### src/rtl/rst_btn_pkg.sv
// Shared types and 32.768 kHz default timings for the reset-button action classifier.
package rst_btn_pkg;

  typedef enum logic [2:0] {
    IDLE,
    PRESSED,
    LONG,
    WARM,
    PWROFF,
    WAIT_REL,
    LOCKOUT
  } state_t;

  localparam int SHORT_MIN_CYC_DEF = 3277;    // ~100 ms
  localparam int LONG_CYC_DEF      = 262143;  // ~8 s
  localparam int PULSE_CYC_DEF     = 1024;
  localparam int LOCKOUT_CYC_DEF   = 16384;
  localparam int CNT_W_DEF         = 19;

endpackage

### src/rtl/rst_btn_action.sv
// Classifies the filtered reset-button hold time into warm reset or power-off.
// Define RST_BTN_PWROFF_EN to build the power-off request/acknowledge handshake.
module rst_btn_action
  import rst_btn_pkg::*;
#(
  parameter int SHORT_MIN_CYC = SHORT_MIN_CYC_DEF,
  parameter int LONG_CYC      = LONG_CYC_DEF,
  parameter int PULSE_CYC     = PULSE_CYC_DEF,
  parameter int LOCKOUT_CYC   = LOCKOUT_CYC_DEF,
  parameter int CNT_W         = CNT_W_DEF
) (
  input  logic i_clk_32k,
  input  logic i_rst,
  input  logic i_rst_btn_press,
  input  logic i_pwr_off_ack,
  output logic o_warm_rst_req,
  output logic o_pwr_off_req,
  output logic o_busy
);

  localparam logic [CNT_W-1:0] SHORT_MIN = CNT_W'(SHORT_MIN_CYC);
  localparam logic [CNT_W-1:0] LONG_LAST = CNT_W'(LONG_CYC - 1);
  localparam logic [CNT_W-1:0] PULSE_LAST = CNT_W'(PULSE_CYC - 1);
  localparam logic [CNT_W-1:0] LOCK_LAST = CNT_W'(LOCKOUT_CYC - 1);

  state_t           state;
  logic [CNT_W-1:0] cnt;
  logic             press_d;
  logic             from_long;
  logic             rise;

  assign rise = i_rst_btn_press & ~press_d;

`ifndef RST_BTN_PWROFF_EN
  logic unused_ack;
  assign unused_ack    = i_pwr_off_ack;
  assign o_pwr_off_req = 1'b0;
`endif

  // Outputs are registered copies of the current state, so they lag it by one edge.
  always_ff @(posedge i_clk_32k) begin
    if (i_rst) begin
      state          <= IDLE;
      cnt            <= '0;
      press_d        <= 1'b1;
      from_long      <= 1'b0;
      o_warm_rst_req <= 1'b0;
      o_busy         <= 1'b0;
`ifdef RST_BTN_PWROFF_EN
      o_pwr_off_req  <= 1'b0;
`endif
    end else begin
      press_d        <= i_rst_btn_press;
      o_busy         <= (state != IDLE);
      o_warm_rst_req <= (state == WARM);
`ifdef RST_BTN_PWROFF_EN
      o_pwr_off_req  <= (state == PWROFF);
`endif
      unique case (state)
        IDLE: begin
          if (rise) begin
            state <= PRESSED;
            cnt   <= CNT_W'(1);
          end
        end
        PRESSED: begin
          // Release is checked first so it wins over reaching the long threshold.
          if (!i_rst_btn_press) begin
            cnt   <= '0;
            state <= (cnt < SHORT_MIN) ? IDLE : WARM;
          end else if (cnt == LONG_LAST) begin
            cnt   <= '0;
            state <= LONG;
          end else begin
            cnt <= cnt + 1'b1;
          end
        end
        LONG: begin
          cnt <= '0;
`ifdef RST_BTN_PWROFF_EN
          state <= PWROFF;
`else
          state     <= WAIT_REL;
          from_long <= 1'b1;
`endif
        end
        WARM: begin
          if (cnt == PULSE_LAST) begin
            cnt   <= '0;
            state <= LOCKOUT;
          end else begin
            cnt <= cnt + 1'b1;
          end
        end
`ifdef RST_BTN_PWROFF_EN
        PWROFF: begin
          if (i_pwr_off_ack) begin
            cnt   <= '0;
            state <= i_rst_btn_press ? WAIT_REL : LOCKOUT;
          end
        end
`endif
        WAIT_REL: begin
          if (!i_rst_btn_press) begin
            cnt       <= '0;
            from_long <= 1'b0;
            state     <= from_long ? WARM : LOCKOUT;
          end
        end
        LOCKOUT: begin
          if (cnt == LOCK_LAST) begin
            cnt   <= '0;
            state <= i_rst_btn_press ? WAIT_REL : IDLE;
          end else begin
            cnt <= cnt + 1'b1;
          end
        end
        default: begin
          cnt   <= '0;
          state <= IDLE;
        end
      endcase
    end
  end

endmodule

### config.mk
export PLATFORM = sky130hd
export DESIGN_NAME = rst_btn_action
export DESIGN_NICKNAME = d
export VERILOG_FILES = /design/src/rtl/rst_btn_pkg.sv /design/src/rtl/rst_btn_action.sv
export SDC_FILE = /design/constraint.sdc
export NUM_CORES = 1
export LEC_CHECK = 0
export CAP_MARGIN = 25
export CORE_UTILIZATION = 32
export CTS_CLUSTER_DIAMETER = 200
export DETAILED_ROUTE_END_ITERATION = 16
export GPL_TIMING_DRIVEN = 0
export PLACE_DENSITY_LB_ADDON = 0.1
export REMOVE_ABC_BUFFERS = 1
export SLEW_MARGIN = 40
export SYNTH_ARGS = -nofsm -noshare
export SYNTH_HDL_FRONTEND = slang
export SYNTH_SLANG_ARGS = --single-unit
### constraint.sdc
create_clock -name i_clk_32k -period 2.15 [get_ports i_clk_32k]
set_clock_uncertainty 0.05 [all_clocks]
set_input_delay 0.43 -clock i_clk_32k [delete_from_list [all_inputs] [get_ports i_clk_32k]]
set_output_delay 0.43 -clock i_clk_32k [all_outputs]
set_load 0.02 [all_outputs]
==> results.md <==
- Status: finished clean
- CTS sink count: 26
- Flops & latches, synth: 26
- TritonCTS clock tree: yes
- Sequential Power Share: 41.1%
- Synth async-reset ratio: 0%
- Sw frac: 37.4%
- Total CTS buffers: 3
- Ys Warns: 0
- Net Sw Power: 0.000534 W
- Sequential fraction of the synthesis area: 32.2%
- Area grow syn2layout: 12.1%
- DR vias: 1339
- Fmax: 480 MHz
- Synth top area cells: dfxtp_1, xor2_1, nor3_2, o2111ai_1, o21ai_0
- # fillers: 494
- Antenna cells: 0
- Initial antenna violation count: 0
- Multi-input gate area: 1030 µm²
- Crit. End Element: register
- Die width: 73.1 µm
- Overall die height: 73.1 µm
- WP data required: 2.28 ns
- H-Tree Depth: 1
- Worst vdd ir: 0.000212 V
- Post-route clock period utilization: 96.9%
- Post-synth EDFFs: 0
- Clk pwr share: 22.8%
- Fin util: 37.9%
- Final setup viols: 0
- Worst-path cell chain: clkdlybuf4s15_2, nor2b_1, o31a_4, o2111a_1, o211a_4, buf_6, a2111oi_4
- Hold WC Path Type: reg2reg
- Max_cap viols: 0
- Number of global-route vias before repair: 1345
- Share of the synthesized area in the top cell type: 32.2%
- Share of cells above drive strength 1: 23.0%
- Largest net degree at the start of global routing: 27
- CP peak stage delay: 0.37 ns
- DIE AREA: 5340 µm²
- Final hold viol count: 0
- Top_reg_cell synth: dfxtp_1
- Seq. cell area: 527 µm²
- First-pass GRT wire length: 6.36 mm
- Area leader, netlist: dfxtp_1
- Post-layout min period: 2.08 ns
- I/O pin cnt: 7
- Core area: 4790 µm²
- Clk slew on worst S/H paths: 0.09 ns
- WL/cell: 15.5 µm
- Final slew viol count: 0
- Iter 0 DRT Violations: 55
- Int Pwr: 0.000891 W
- Gr usage total: 15.3%
- Overall power: 0.00142 W
- Leakage: 0.642 nW
- Synthesized area: 1620 µm²
- Final #Nets: 185
- RSZ-0062 raised after global routing: false
- Final setup margin: 0.0672 ns
- Mean number of vias per cell: 5.47
- Synth unique cells: 50
- Gate power share: 36.1%
- Avg Inst Size Synth: 9.19 µm²
- Slowest cell on the critical path: o31a_4
- Routability cong.: 0.852
- DRT Pass-1 Iters: 4
- Cts hold-fix bufs: 0
- Root buffer cell: clkbuf_8
- Final WL: 3.81 mm
- Site row count: 25
- Routed Antenna Nets: 0
- Critical path type: in2reg
- Latest clock arrival within the worst-skew pair: 0.27 ns
- Syn Inst Count: 176
- GRT overflow: 0
- Data arrival time of the critical path: 2.21 ns
- Port Buffer Count: 4
- P per Cell Area: 786 nW/µm²
- Setup Slack @ Placement: -0.937 ns
- Critical path peak fanout: 11
- Max clock buf depth: 2
- Worst setup SP type: primary input
- HPWL reported at the end of detailed placement: 2.50 mm
- DRC: 0
- Initial Util: 33.8%
[routing by layer]
metal,track usage [%],vias up,routed length [µm]
li1,-,664,-
met1,19.1,647,1860
met2,25.7,20,1790
met3,2.21,8,74
met4,7.84,0,84
met5,0,-,0
[cell type report]
class | instances | area share, %
Multi-Input combinational cell | 134 | 56.9
Sequential cell | 26 | 29.1
Timing Repair Buffer | 11 | 5.80
Tap cell | 67 | 4.62
Clock buffer | 4 | 3.04
Inverter | 3 | 0.621
[power by group through the flow]
stage	Clock, W	Combinational (W)	Sequential (W)
3_5_place_dp	0	0.000453	0.000591
5_1_grt	0.000360	0.000552	0.000593
2_1_floorplan	0	0.000305	0.000578
3_3_place_gp	0	0.000407	0.000588
4_1_cts	0.000336	0.000516	0.000582
6_report	0.000325	0.000515	0.000585
[Yosys cell counts, types with 2 or more instances]
| cell type | count |
|---|---|
| inv_1 | 3 |
| o2111ai_1 | 8 |
| or3_1 | 3 |
| nand2b_1 | 2 |
| nor2b_1 | 5 |
| nand2_1 | 10 |
| buf_6 | 2 |
| nor3_2 | 9 |
| and3_1 | 3 |
| buf_2 | 3 |
| nor2_1 | 9 |
| a32oi_1 | 2 |
| a31o_2 | 3 |
| o211ai_1 | 6 |
| nor3_4 | 2 |
| dfxtp_1 | 26 |
| clkbuf_2 | 2 |
| nor3_1 | 4 |
| nor4_1 | 3 |
| xor2_1 | 14 |
| a211oi_1 | 5 |
| o21ai_0 | 9 |
| a221o_1 | 2 |
| and2_1 | 5 |
| ha_1 | 2 |
| o21bai_1 | 2 |
| or2_2 | 4 |
| mux2i_1 | 2 |
| and4_1 | 2 |
| nand3_1 | 2 |
| clkbuf_1 | 3 |
[layout by cell type, fill, tap and decap left out, drive strengths merged, types with 4 or more instances in the layout]
master,synthesis,routed
a211oi,5,5
o211ai,7,7
clkbuf,5,4
buf,8,7
or2,4,4
nor2b,5,5
o2111ai,8,8
o21ai,9,9
nor2,9,9
dfxtp,26,26
xor2,14,14
nand2,10,10
nor3,15,15
and2,5,5
[through the flow]
step | hold WS (ns) | area (µm²) | std cells | setup TNS, ns
after global placement | 0.453 | 1650 | 234 | -22.05
after detailed placement | 0.464 | 1690 | 236 | -16.65
after CTS | 0.478 | 1790 | 243 | 0
final | 0.476 | 1810 | 245 | 0
after floorplan | 0.426 | 1530 | 163 | -6.14
after global routing | 0.520 | 1810 | 245 | 0
[repair_timing]
item,4_1_cts,5_1_grt
setup endpoints to repair,22,5
buffers inserted,3,2
pin swaps,2,1
resized for setup,9,3
[final timing paths]
check | slack (ns) | to | cells past startpoint | start
setup / recovery | 0.07 | cnt[1]$_SDFFE_PP0P_ | 7 | i_rst_btn_press
hold / removal | 0.48 | from_long$_SDFFE_PP0P_ | 2 | from_long$_SDFFE_PP0P_
setup reg to reg | 0.14 | cnt[1]$_SDFFE_PP0P_ | 6 | state[1]$_SDFFE_PP0P_
hold reg to reg | 0.48 | from_long$_SDFFE_PP0P_ | 2 | from_long$_SDFFE_PP0P_
[flip-flops by register name (all words and copies together) (netlist names)]
name,flops
cnt,19
from_long,1
o_busy,1
o_warm_rst_req,1
press_d,1
state,3
[critical path: cells and delay by family]
kind | cells | cell delay [ns]
AO/OA/AOI/OAI | 4 | 1.23
buffers and inverters | 2 | 0.40
AND/OR/NAND/NOR | 1 | 0.16
[cell families after synthesis]
logic type / after synthesis / synth area share [%]
DFF: 26 / 32.2
adders and majority gates: 2 / 1.55
muxes: 2 / 1.24
AOI/OAI and AO/OA: 49 / 24.7
other: 1 / 0.232
and+or+nand+nor: 66 / 26.3
xor gates and xnor gates: 14 / 7.58
buffers and inverters: 16 / 6.26
Power figures use the tool's default switching activity.
